==> src/rtl/proc_sequencer.sv <==
// proc_sequencer: fetches 9-bit instruction words from an external program
// ROM and issues them to a processor using a Run/Done handshake. Words with
// opcode 001 (mvi) have their immediate fetched from the next address and
// presented on ProcDIN while the processor works on the instruction.
//
// Ports
//   Clock       single clock, all state changes on its rising edge
//   Reset       synchronous, active-high
//   Start       level; starts execution at address 0 from IDLE/HALT/ERR
//   StepMode    pause after every completed instruction
//   Step        rising edge releases one instruction from PAUSE
//   RomAddr     registered ROM address (data returns one cycle later)
//   RomData     ROM word
//   ProcDIN     registered processor data input
//   ProcRun     one-cycle Run strobe per issued instruction
//   ProcDone    processor Done, only observed while waiting
//   Busy        executing (F1, D1, F2, D2, RUN, WAIT, PAUSE)
//   Halted      halt opcode reached
//   Error       processor did not answer within TIMEOUT cycles
//   InstrCount  completed instructions, saturating at 255
module proc_sequencer #(
  parameter int unsigned ADDR_W  = 5,
  parameter int unsigned TIMEOUT = 8,
  parameter logic [2:0]  HALT_OP = 3'b111
) (
  input  logic              Clock,
  input  logic              Reset,
  input  logic              Start,
  input  logic              StepMode,
  input  logic              Step,
  output logic [ADDR_W-1:0] RomAddr,
  input  logic [8:0]        RomData,
  output logic [8:0]        ProcDIN,
  output logic              ProcRun,
  input  logic              ProcDone,
  output logic              Busy,
  output logic              Halted,
  output logic              Error,
  output logic [7:0]        InstrCount
);

  localparam logic [2:0] OP_MVI = 3'b001;
  localparam int unsigned CW = $clog2(TIMEOUT + 1);
  localparam logic [CW-1:0] T_LAST = CW'(TIMEOUT - 1);

  typedef enum logic [3:0] {
    S_IDLE, S_F1, S_D1, S_F2, S_D2, S_RUN, S_WAIT, S_PAUSE, S_HALT, S_ERR
  } state_t;

  state_t            state;
  logic [ADDR_W-1:0] pc;
  logic [8:0]        ir;
  logic [8:0]        imm;
  logic [CW-1:0]     tcnt;
  logic              step_q;
  logic              step_rise;
  logic              is_mvi;
  logic [ADDR_W-1:0] pc_next;

  assign step_rise = Step & ~step_q;
  assign is_mvi    = (ir[8:6] == OP_MVI);
  assign pc_next   = is_mvi ? pc + ADDR_W'(2) : pc + ADDR_W'(1);

  // RomAddr is loaded on the edge that enters F1 (and again in F1), so the
  // ROM has sampled the right address by the time D1 captures its data.
  // Busy/Halted/Error/ProcRun are set on the transitions that enter the
  // corresponding states, keeping them registered.
  always_ff @(posedge Clock) begin
    if (Reset) begin
      state      <= S_IDLE;
      pc         <= '0;
      RomAddr    <= '0;
      ProcDIN    <= '0;
      ir         <= '0;
      imm        <= '0;
      ProcRun    <= 1'b0;
      Busy       <= 1'b0;
      Halted     <= 1'b0;
      Error      <= 1'b0;
      InstrCount <= '0;
      tcnt       <= '0;
      step_q     <= 1'b0;
    end else begin
      step_q  <= Step;
      ProcRun <= 1'b0;
      unique case (state)
        S_IDLE, S_HALT, S_ERR: begin
          if (Start) begin
            pc         <= '0;
            RomAddr    <= '0;
            InstrCount <= '0;
            Busy       <= 1'b1;
            Halted     <= 1'b0;
            Error      <= 1'b0;
            state      <= S_F1;
          end
        end
        S_F1: begin
          RomAddr <= pc;
          state   <= S_D1;
        end
        S_D1: begin
          ir <= RomData;
          if (RomData[8:6] == HALT_OP) begin
            Busy   <= 1'b0;
            Halted <= 1'b1;
            state  <= S_HALT;
          end else if (RomData[8:6] == OP_MVI) begin
            RomAddr <= pc + ADDR_W'(1);
            state   <= S_F2;
          end else begin
            ProcRun <= 1'b1;
            ProcDIN <= RomData;
            state   <= S_RUN;
          end
        end
        S_F2: state <= S_D2;
        S_D2: begin
          imm     <= RomData;
          ProcRun <= 1'b1;
          ProcDIN <= ir;
          state   <= S_RUN;
        end
        S_RUN: begin
          tcnt    <= '0;
          ProcDIN <= is_mvi ? imm : ir;
          state   <= S_WAIT;
        end
        S_WAIT: begin
          if (ProcDone) begin
            if (InstrCount != 8'hFF) InstrCount <= InstrCount + 8'd1;
            pc      <= pc_next;
            RomAddr <= pc_next;
            state   <= StepMode ? S_PAUSE : S_F1;
          end else if (tcnt == T_LAST) begin
            Busy  <= 1'b0;
            Error <= 1'b1;
            state <= S_ERR;
          end else begin
            tcnt <= tcnt + 1'b1;
          end
        end
        S_PAUSE: begin
          if (!StepMode || step_rise) begin
            RomAddr <= pc;
            state   <= S_F1;
          end
        end
        default: state <= S_IDLE;
      endcase
    end
  end

endmodule

==> config.mk <==
export PLATFORM = sky130hd
export DESIGN_NAME = proc_sequencer
export DESIGN_NICKNAME = d
export VERILOG_FILES = /design/src/rtl/proc_sequencer.sv
export SDC_FILE = /design/constraint.sdc
export NUM_CORES = 1
export LEC_CHECK = 0
export BUFFER_PORTS_ARGS = -buffer_cell sky130_fd_sc_hd__buf_2
export CAP_MARGIN = 20
export CORE_UTILIZATION = 56
export CTS_CLUSTER_SIZE = 14
export DETAILED_ROUTE_END_ITERATION = 6
export HOLD_SLACK_MARGIN = 0.12
export PLACE_DENSITY = 0.78
export SYNTH_ARGS = -nofsm -noshare
export SYNTH_HDL_FRONTEND = slang
export SYNTH_SLANG_ARGS = --single-unit
==> constraint.sdc <==
create_clock -name Clock -period 2.7 [get_ports Clock]
set_clock_uncertainty 0.2 [all_clocks]
set_input_delay 0.405 -clock Clock [delete_from_list [all_inputs] [get_ports Clock]]
set_output_delay 0.405 -clock Clock [all_outputs]
set_load 0.01 [all_outputs]
# Word level (Yosys, flattened, before mapping)
# Index checks and enable logic that the tools add are counted.
[classes]
mux = 41
eq_ne = 26
n_reduce_logical = 19
n_addsub = 4
bitwise = 2
[op_table]
columns = ["op", "count"]
rows = [
  ["4-bit case mux with 8 select lines", 1],
  ["5-bit 2-to-1 mux", 6],
  ["4-bit 2-to-1 mux", 7],
  ["9-bit 2-to-1 mux", 3],
  ["9-bit case mux with 3 select lines", 1],
  ["5-bit case mux with 5 select lines", 1],
  ["8-bit 2-to-1 mux", 3],
  ["2-bit != test (second input constant)", 11],
  ["4-bit by 3-bit == test with 1-bit output (second input constant)", 5],
  ["8-bit case mux with 2 select lines", 1],
  ["3-bit AND reduction", 5],
  ["1-bit 2-to-1 mux", 10],
  ["5-bit case mux with 2 select lines", 1],
  ["8-bit by 1-bit adder with 8-bit output (second input constant)", 1],
  ["4-bit by 2-bit == test with 1-bit output (second input constant)", 2],
  ["4-bit == test (second input constant)", 2],
  ["8-bit != test (second input constant)", 1],
  ["4-bit case mux with 2 select lines", 1],
  ["4-bit AND reduction", 2],
  ["3-bit by 1-bit == test with 1-bit output (second input constant)", 2],
  ["3-bit 2-to-1 mux", 2],
  ["1-bit case mux with 2 select lines", 3],
  ["6-bit AND reduction", 1],
  ["2-bit nonzero test", 3],
  ["other kinds (16)", 17],
]
[totals]
inputBits = 15
reg_bits = 58
wordCells = 105

# Logic depth before layout (Yosys ltp)
# Gate-level depths: netlist of the first run.
[logic_depth]
ltp_word = 5
ltp_mapped = 8
mapped_depth_nobuf = 6

# Least setup slack after synthesis of the first run
# OpenSTA, ideal clock, no wires.
[synth_path]
path_type = "register to register"
start = "reg InstrCount[0]"
end = "reg InstrCount[3]"
setup_ps = 115
path_stages_with_launch = 8
arrival_time_ps = 1755
path_slack_ps = 630
cell_sequence = "dfxtp_1 ha_1 nand2_1 or4_1 o21ai_1 buf_2 nor3_1 o21a_1"
[synth_between]
elab_chain_cells = 4
elab_cells_between_ends = 7
[synth_lines]
columns = ["element", "line", "rtl"]
rows = [
  ["from (decl)", "39", "output logic [7:0] InstrCount"],
  ["from (signal assigned)", "131", "if (InstrCount != 8'hFF) InstrCount <= InstrCount + 8'd1;"],
  ["8-bit by 1-bit adder with 8-bit output", "131", ""],
  ["8-bit 2-to-1 mux", "131", ""],
  ["8-bit 2-to-1 mux", "130", "if (ProcDone) begin"],
  ["8-bit case mux with 2 select lines", "86", "unique case (state)"],
]
# Several ways; a longest one is shown, not always the timed one. The select of a mux whose other input is x is not followed.
# A chain may end at the register's enable or synchronous reset.

# Final worst setup path of the first run
[layout_path]
start = "reg state[0]"
end = "reg ProcDIN[4]"
[layout_between]
elab_chain_cells = 3
elab_cells_between_ends = 8
[layout_lines]
columns = ["element", "line", "rtl"]
rows = [
  ["from (decl)", "50", "state_t state;"],
  ["from (signal assigned)", "134", "state <= StepMode ? S_PAUSE : S_F1;"],
  ["4-bit by 2-bit == test with 1-bit output / 4-bit by 3-bit == test with 1-bit output (equally long branches)", "86", ""],
  ["2-bit != test (no source line) / 3-bit nonzero test (equally long branches)", "n/a", ""],
  ["3-bit AND reduction (no source line)", "n/a", ""],
  ["to (signal assigned)", "113", "ProcDIN <= RomData;"],
  ["to (signal assigned)", "121", "ProcDIN <= ir;"],
  ["to (signal assigned)", "126", "ProcDIN <= is_mvi ? imm : ir;"],
  ["to (decl)", "33", "output logic [8:0] ProcDIN,"],
]
# Several ways; a longest one is shown, not always the timed one.

==> impl_metrics.tcl, run 1 <==
set metrics [dict create \
    tightest_slew_ns 0.659 \
    hp-start "RomData[0]" \
    crit_required_ns 2.75 \
    initial_utilization 0.592 \
    ys_seq_area_frac 0.377 \
    vias 3114 \
    ant_nets 0 \
    drc 0 \
    path_max_fanout 11 \
    num_antenna_cells 0 \
    status "finished clean" \
    cp.arrival_ns 2.54 \
    synth_flop_cell "dfxtp_1" \
    antenna_found_initial 0 \
    hp-class "in2reg" \
    dp.cells 492 \
    fp-row-count 26 \
    cts_sinks 58 \
    cellLeakagePower_nw 1.35 \
    slowest_stage "dfxtp_1" \
    grt_start_max_net_pins 46 \
    setup_viol 0 \
    end_kind "register" \
    io_buffers 40 \
    final_cells 512 \
    vias_per_cell 6.08 \
    finalHoldViolations 0 \
    num-nets-final 456 \
    syn-num-nets 408 \
    crit_type "reg2reg" \
    synth_area_mm2 0.00308 \
    relSlewSlack 0.561 \
    yosys-top-cells-count "nand2_1, dfxtp_1, a21oi_1" \
    layout-drive-gt1-share 0.199 \
    syn_area_per_cell_um2 7.92 \
    cts-resized-gates 0 \
    ys_ff_latch 58 \
    slowest_delay_ns 0.54 \
    cp-start-kind "register" \
    first_global_vias 2724 \
    die_w_um 76.2 \
    synth_warnings 0 \
    slew_violations 0 \
    path_cells "buf_4, nor2b_1, nand2_1, nor2_1, o221ai_1, a311oi_2" \
    clk_pin_slew_ns 0.07 \
    final.setup.tns_ns 0 \
    drt_iter0_drc 219 \
    ys_types 63 \
    ctsHtreeMaxLevel 3 \
    yosysTopAreaCell "dfxtp_1" \
    grt_pass1_wl_um 12800 \
    clock_path_buffers 2 \
    firstDrtPassIters 5 \
    gp_congestion 0.954 \
    cp-startpoint "state[0]" \
    coreArea_mm2 0.00520 \
    die_h_um 76.2 \
    synthTopCellsByArea "dfxtp_1, nand2_1, a21oi_1" \
    area_growth_pct 18.2 \
    dieArea_mm2 0.00580 \
    post-route-min-period_ns 2.49 \
    hold_slack_ns 0.130 \
    ios 41 \
    finalCritPeriodShare 0.923 \
    synthArstFlopShare 0 \
    vdd.ir_drop.worst_mv 0.416 \
    yosys.area.top_type_share 0.377 \
    clockRootBuffer "clkbuf_8" \
    drt_wl_total_um 7930 \
    cts_buffers 9 \
    r2r_start "state[0]" \
    routedWlPerCell_um 15.5 \
    synthCells 389 \
    power_density_mw_per_mm2 642 \
    yosysMostFrequentCell "nand2_1" \
    max_freq_mhz 401 \
    cts-hold-fix-buffers 4 \
    grt_usage 0.280 \
    clk_latency_ns 0.33 \
    cts_tree "yes" \
    grt-ovfl-total 0 \
    maxCapViolCount 0 \
    synth_edf_count 0 \
    rsz0062_at_grt "no" \
    dp_hpwl_um 5490 \
    postCtsSetupBuffers 0 \
]
## kinds of logic (layout without fill, tap and decap cells)
family	after synthesis	in the layout	share of synthesized area
flip-flops	58	58	0.377
AO/OA/AOI/OAI	114	114	0.250
adder cells (fa/ha/maj)	4	4	0.0163
XOR/XNOR	5	5	0.0142
AND/OR/NAND/NOR	172	172	0.276
multiplexers	6	6	0.0195
buffers and inverters	30	83	0.0467
## where the power goes
part           switching, W  leakage [nW]  internal, W
sequential        0.0000444         0.470     0.000912
combinational      0.000303         0.770     0.000197
clock              0.000339         0.109     0.000542
## worst max-delay path, delay by kind of cell, from the launching register on
family                 cells  cell delay (ns)
and+or+nand+nor            3             0.90
DFF                        1             0.54
AOI/OAI and AO/OA          2             0.49
buffers and inverters      1             0.27
## per-layer routing
metal  share of wire  track usage  wire length (µm)  up-vias
li1                -            -                 -     1507
met5               0            0                 0        -
met2            0.44        0.428              3480      139
met4           0.030        0.163               241        0
met1            0.46        0.372              3640     1441
met3           0.072       0.0491               571       27
## area by class of cell
type                            instances  area [µm²]
Timing Repair Buffer                   63         383
Clock buffer                           11         141
Inverter                                4        15.0
Sequential cell                        58        1160
Multi-Input combinational cell        301        1770
Tap cell                               70        87.6
Fill cell                             434        1570
Clock inverter                          5        77.6
## state kept, by name, indices dropped and copies added (netlist names)
| name | cells |
|---|---|
| Busy | 1 |
| Error | 1 |
| Halted | 1 |
| InstrCount | 8 |
| ProcDIN | 9 |
| ProcRun | 1 |
| RomAddr | 5 |
| imm | 9 |
| ir | 9 |
| pc | 5 |
| state | 4 |
| step_q | 1 |
| tcnt | 4 |
## cells in the final DEF (no fill, tap or decap), types with 3 or more instances in the layout
cell           count
nand2_1           69
buf_2             40
nor2_1            38
a311oi_2           3
nand4_1            5
or4_1              4
a211oi_1           5
dfxtp_1           58
nor3_1             8
a221oi_1           5
and2_1             3
clkbuf_8          10
buf_4             19
mux2i_1            6
ha_1               4
o31ai_1            3
o21a_1             4
inv_1              4
a21oi_1           49
xor2_1             3
nand3_1            7
a32o_1             4
o21ai_0           13
nand2b_1           5
dlygate4sd3_1      4
nor2b_1            9
a22oi_1            3
## per-stage QoR
| step | util | total power, W | setup slack (ns) | instance area (µm²) |
|---|---|---|---|---|
| after global placement | 0.650 | 0.00145 | 0.348 | 3380 |
| final | 0.699 | 0.00234 | 0.208 | 3640 |
| after detailed placement | 0.650 | 0.00146 | 0.260 | 3380 |
| after floorplan | - | 0.00132 | 0.630 | 3080 |
| after global routing | 0.699 | 0.00244 | 0.0660 | 3640 |
| after CTS | 0.699 | 0.00234 | 0.241 | 3640 |
## worst paths after layout
path                                   end  slack (ns)  cells past startpoint
worst max-delay path            ProcDIN[4]        0.21                      6
worst min-delay path                 ir[0]        0.13                      3
worst max register to register  ProcDIN[4]        0.21                      6
worst min register to register      imm[8]        0.26                      2
Note: power is estimated with default switching activity, not from simulation.
==> run 2: changes to the inputs <==
ABC_AREA = 1   (was not set)
==> run 2 against run 1 <==
Against the previous run:
- total power grew 43%
- worst setup slack improved by 0.46 ns
- fmax rose by 23%
- largest power group is now combinational logic
- global-route usage down 0.13 points
- die area is 0.75% lower
- critical endpoint is now InstrCount[1]
- sequential share of layout area is 1.3 points higher
- clock power down 11%
- largest cell class unchanged
==> impl_metrics.tcl, run 2 <==
set metrics [dict create \
    maxCapViolCount 0 \
    yosys-top-cells-count "nand2_1, nor2_1, dfxtp_1" \
    layout_commonest_cell "nand2_1" \
    final.setup.tns_ns 0 \
    die_w_um 75.9 \
    yosysMostFrequentCell "nand2_1" \
    post-route-min-period_ns 2.03 \
    synth_flop_cell "dfxtp_1" \
    ctsHtreeMaxLevel 3 \
    slew_violations 0 \
    max_freq_mhz 492 \
    cp-start-kind "register" \
    syn-num-nets 475 \
    status "finished clean" \
    clk_pin_slew_ns 0.06 \
    yosysTopAreaCell "dfxtp_1" \
    clockRootBuffer "clkbuf_8" \
    postCtsSetupBuffers 0 \
    seq_power_share 0.362 \
    dieArea_mm2 0.00576 \
    path_max_fanout 12 \
    rsz0062_at_grt "no" \
    synth_edf_count 0 \
    hold_slack_ns 0.154 \
    ys_seq_area_frac 0.380 \
    ios 41 \
    slowest_delay_ns 0.36 \
    vias 3043 \
    num-nets-final 516 \
    setup_viol 0 \
    num_antenna_cells 0 \
    mostFrequentLayoutCells "nand2_1, nor2_1, dfxtp_1" \
    die_h_um 75.9 \
    placed_cell_area_mm2 0.00330 \
    tightest_slew_ns 0.900 \
    clk_latency_ns 0.34 \
    grt_start_max_net_pins 36 \
    slowest_stage "dfxtp_1" \
    netSwitchingPower_w 0.00140 \
    antenna_found_initial 0 \
    cellLeakagePower_nw 1.51 \
    cts_sinks 58 \
    relSlewSlack 0.399 \
    grt_usage 0.279 \
    yosys.area.top_type_share 0.380 \
    cp_num_buf_inv 2 \
    drt_iter0_drc 279 \
    n_fill_cell 482 \
    path_delay_family "simple AND/OR/NAND/NOR gates" \
    finalCritPeriodShare 0.753 \
    first_global_vias 2657 \
    crit_type "reg2reg" \
    grt-ovfl-total 0 \
    coreArea_mm2 0.00517 \
    ys_ff_latch 58 \
    fin_area_mm2 0.00349 \
    vias_per_cell 5.33 \
    synthTopCellsByArea "dfxtp_1, nand2_1, nor2_1" \
    drc 0 \
    synth_warnings 0 \
    crit_required_ns 2.76 \
    dp_hpwl_um 5210 \
    finalHoldViolations 0 \
    ant_nets 0 \
    p_clk_frac 0.233 \
    cp.arrival_ns 2.09 \
    ys_types 34 \
    io_buffers 40 \
    hp-class "in2reg" \
    initial_utilization 0.591 \
    grt_pass1_wl_um 11800 \
    synthArstFlopShare 0 \
    vdd.ir_drop.worst_mv 0.534 \
    synth_area_mm2 0.00306 \
    synthCells 456 \
    drt_wl_total_um 7420 \
    layout-drive-gt1-share 0.172 \
    switching_share 0.419 \
    syn_area_per_cell_um2 6.70 \
    end_kind "register" \
    firstDrtPassIters 5 \
    reg.largest.list "ProcDIN: 9 flops, imm: 9 flops, ir: 9 flops" \
    routedWlPerCell_um 13.0 \
    clock_path_buffers 2 \
    fp-row-count 26 \
    gp_congestion 0.927 \
    power_density_mw_per_mm2 959 \
    path_cells "inv_2, nand2_2, nor2_4, inv_2, nand2_1, nand3_2, nor2_4, nand2_1, a21oi_1" \
    cts_tree "yes" \
    internal_power_w 0.00195 \
    cts_buffers 9 \
    combPwrFrac 0.405 \
    area_growth_pct 14.4 \
]
-- run 2: power by group through the flow --
| stage | Sequential (W) | Clock (W) | Combinational, W |
|---|---|---|---|
| after global routing | 0.00125 | 0.000830 | 0.00153 |
| after global placement | 0.00122 | 0 | 0.00131 |
| after CTS | 0.00121 | 0.000794 | 0.00136 |
| final | 0.00121 | 0.000780 | 0.00136 |
| after floorplan | 0.00123 | 0 | 0.000978 |
| after detailed placement | 0.00123 | 0 | 0.00134 |
-- run 2: area by class of cell --
type,instances,area [µm²],share of cell area
clock inverter,3,40.0,0.0115
timing repair buffer,44,233,0.0666
tap,70,87.6,0.0251
inverter,40,150,0.0430
clock buffer,12,145,0.0415
multi-input combinational,344,1680,0.480
sequential,58,1160,0.332
-- run 2: through the flow --
stage          setup slack [ns]  instances  utilization  power, W
2_1_floorplan              1.08        456            -   0.00221
3_3_place_gp              0.718        555        0.638   0.00254
3_5_place_dp              0.645        555        0.638   0.00257
4_1_cts                   0.669        571        0.676   0.00336
5_1_grt                   0.498        571        0.676   0.00360
6_report                  0.668        571        0.676   0.00335
-- run 2: worst paths after layout --
check,from,endpoint,slack [ns],depth (start not counted)
worst max-delay path,state[3],InstrCount[1],0.67,9
worst min register to register,imm[3],imm[3],0.26,2
worst max register to register,state[3],InstrCount[1],0.67,9
worst min-delay path,RomData[4],imm[4],0.15,3
-- run 2: per-layer routing --
| metal | share of wire | wire [µm] | up-vias | track usage |
|---|---|---|---|---|
| met3 | 0.061 | 452 | 10 | 0.0582 |
| met1 | 0.47 | 3480 | 1385 | 0.373 |
| li1 | - | - | 1558 | - |
| met2 | 0.45 | 3360 | 90 | 0.434 |
| met4 | 0.017 | 126 | 0 | 0.123 |
| met5 | 0 | 0 | - | 0 |
-- run 2: cells by family (layout without fill, tap and decap cells) --
| logic type | Yosys count | after routing | share of synthesized area |
|---|---|---|---|
| fa+ha+maj | 4 | 4 | 0.0164 |
| compound gates | 89 | 89 | 0.165 |
| buf+inv | 54 | 99 | 0.0708 |
| flops | 58 | 58 | 0.380 |
| simple gates | 245 | 245 | 0.351 |
| xor+xnor | 6 | 6 | 0.0172 |
-- run 2: tightest hold or removal path: stages --
cell,delay [ns]
buf_2,0.10
o21ai_0,0.08
nor2_1,0.07
-- run 2: timing repair --
action                                 CTS  global route
gates resized for setup                  0             0
hold buffers                             1             0
endpoints found under the hold margin    1             0
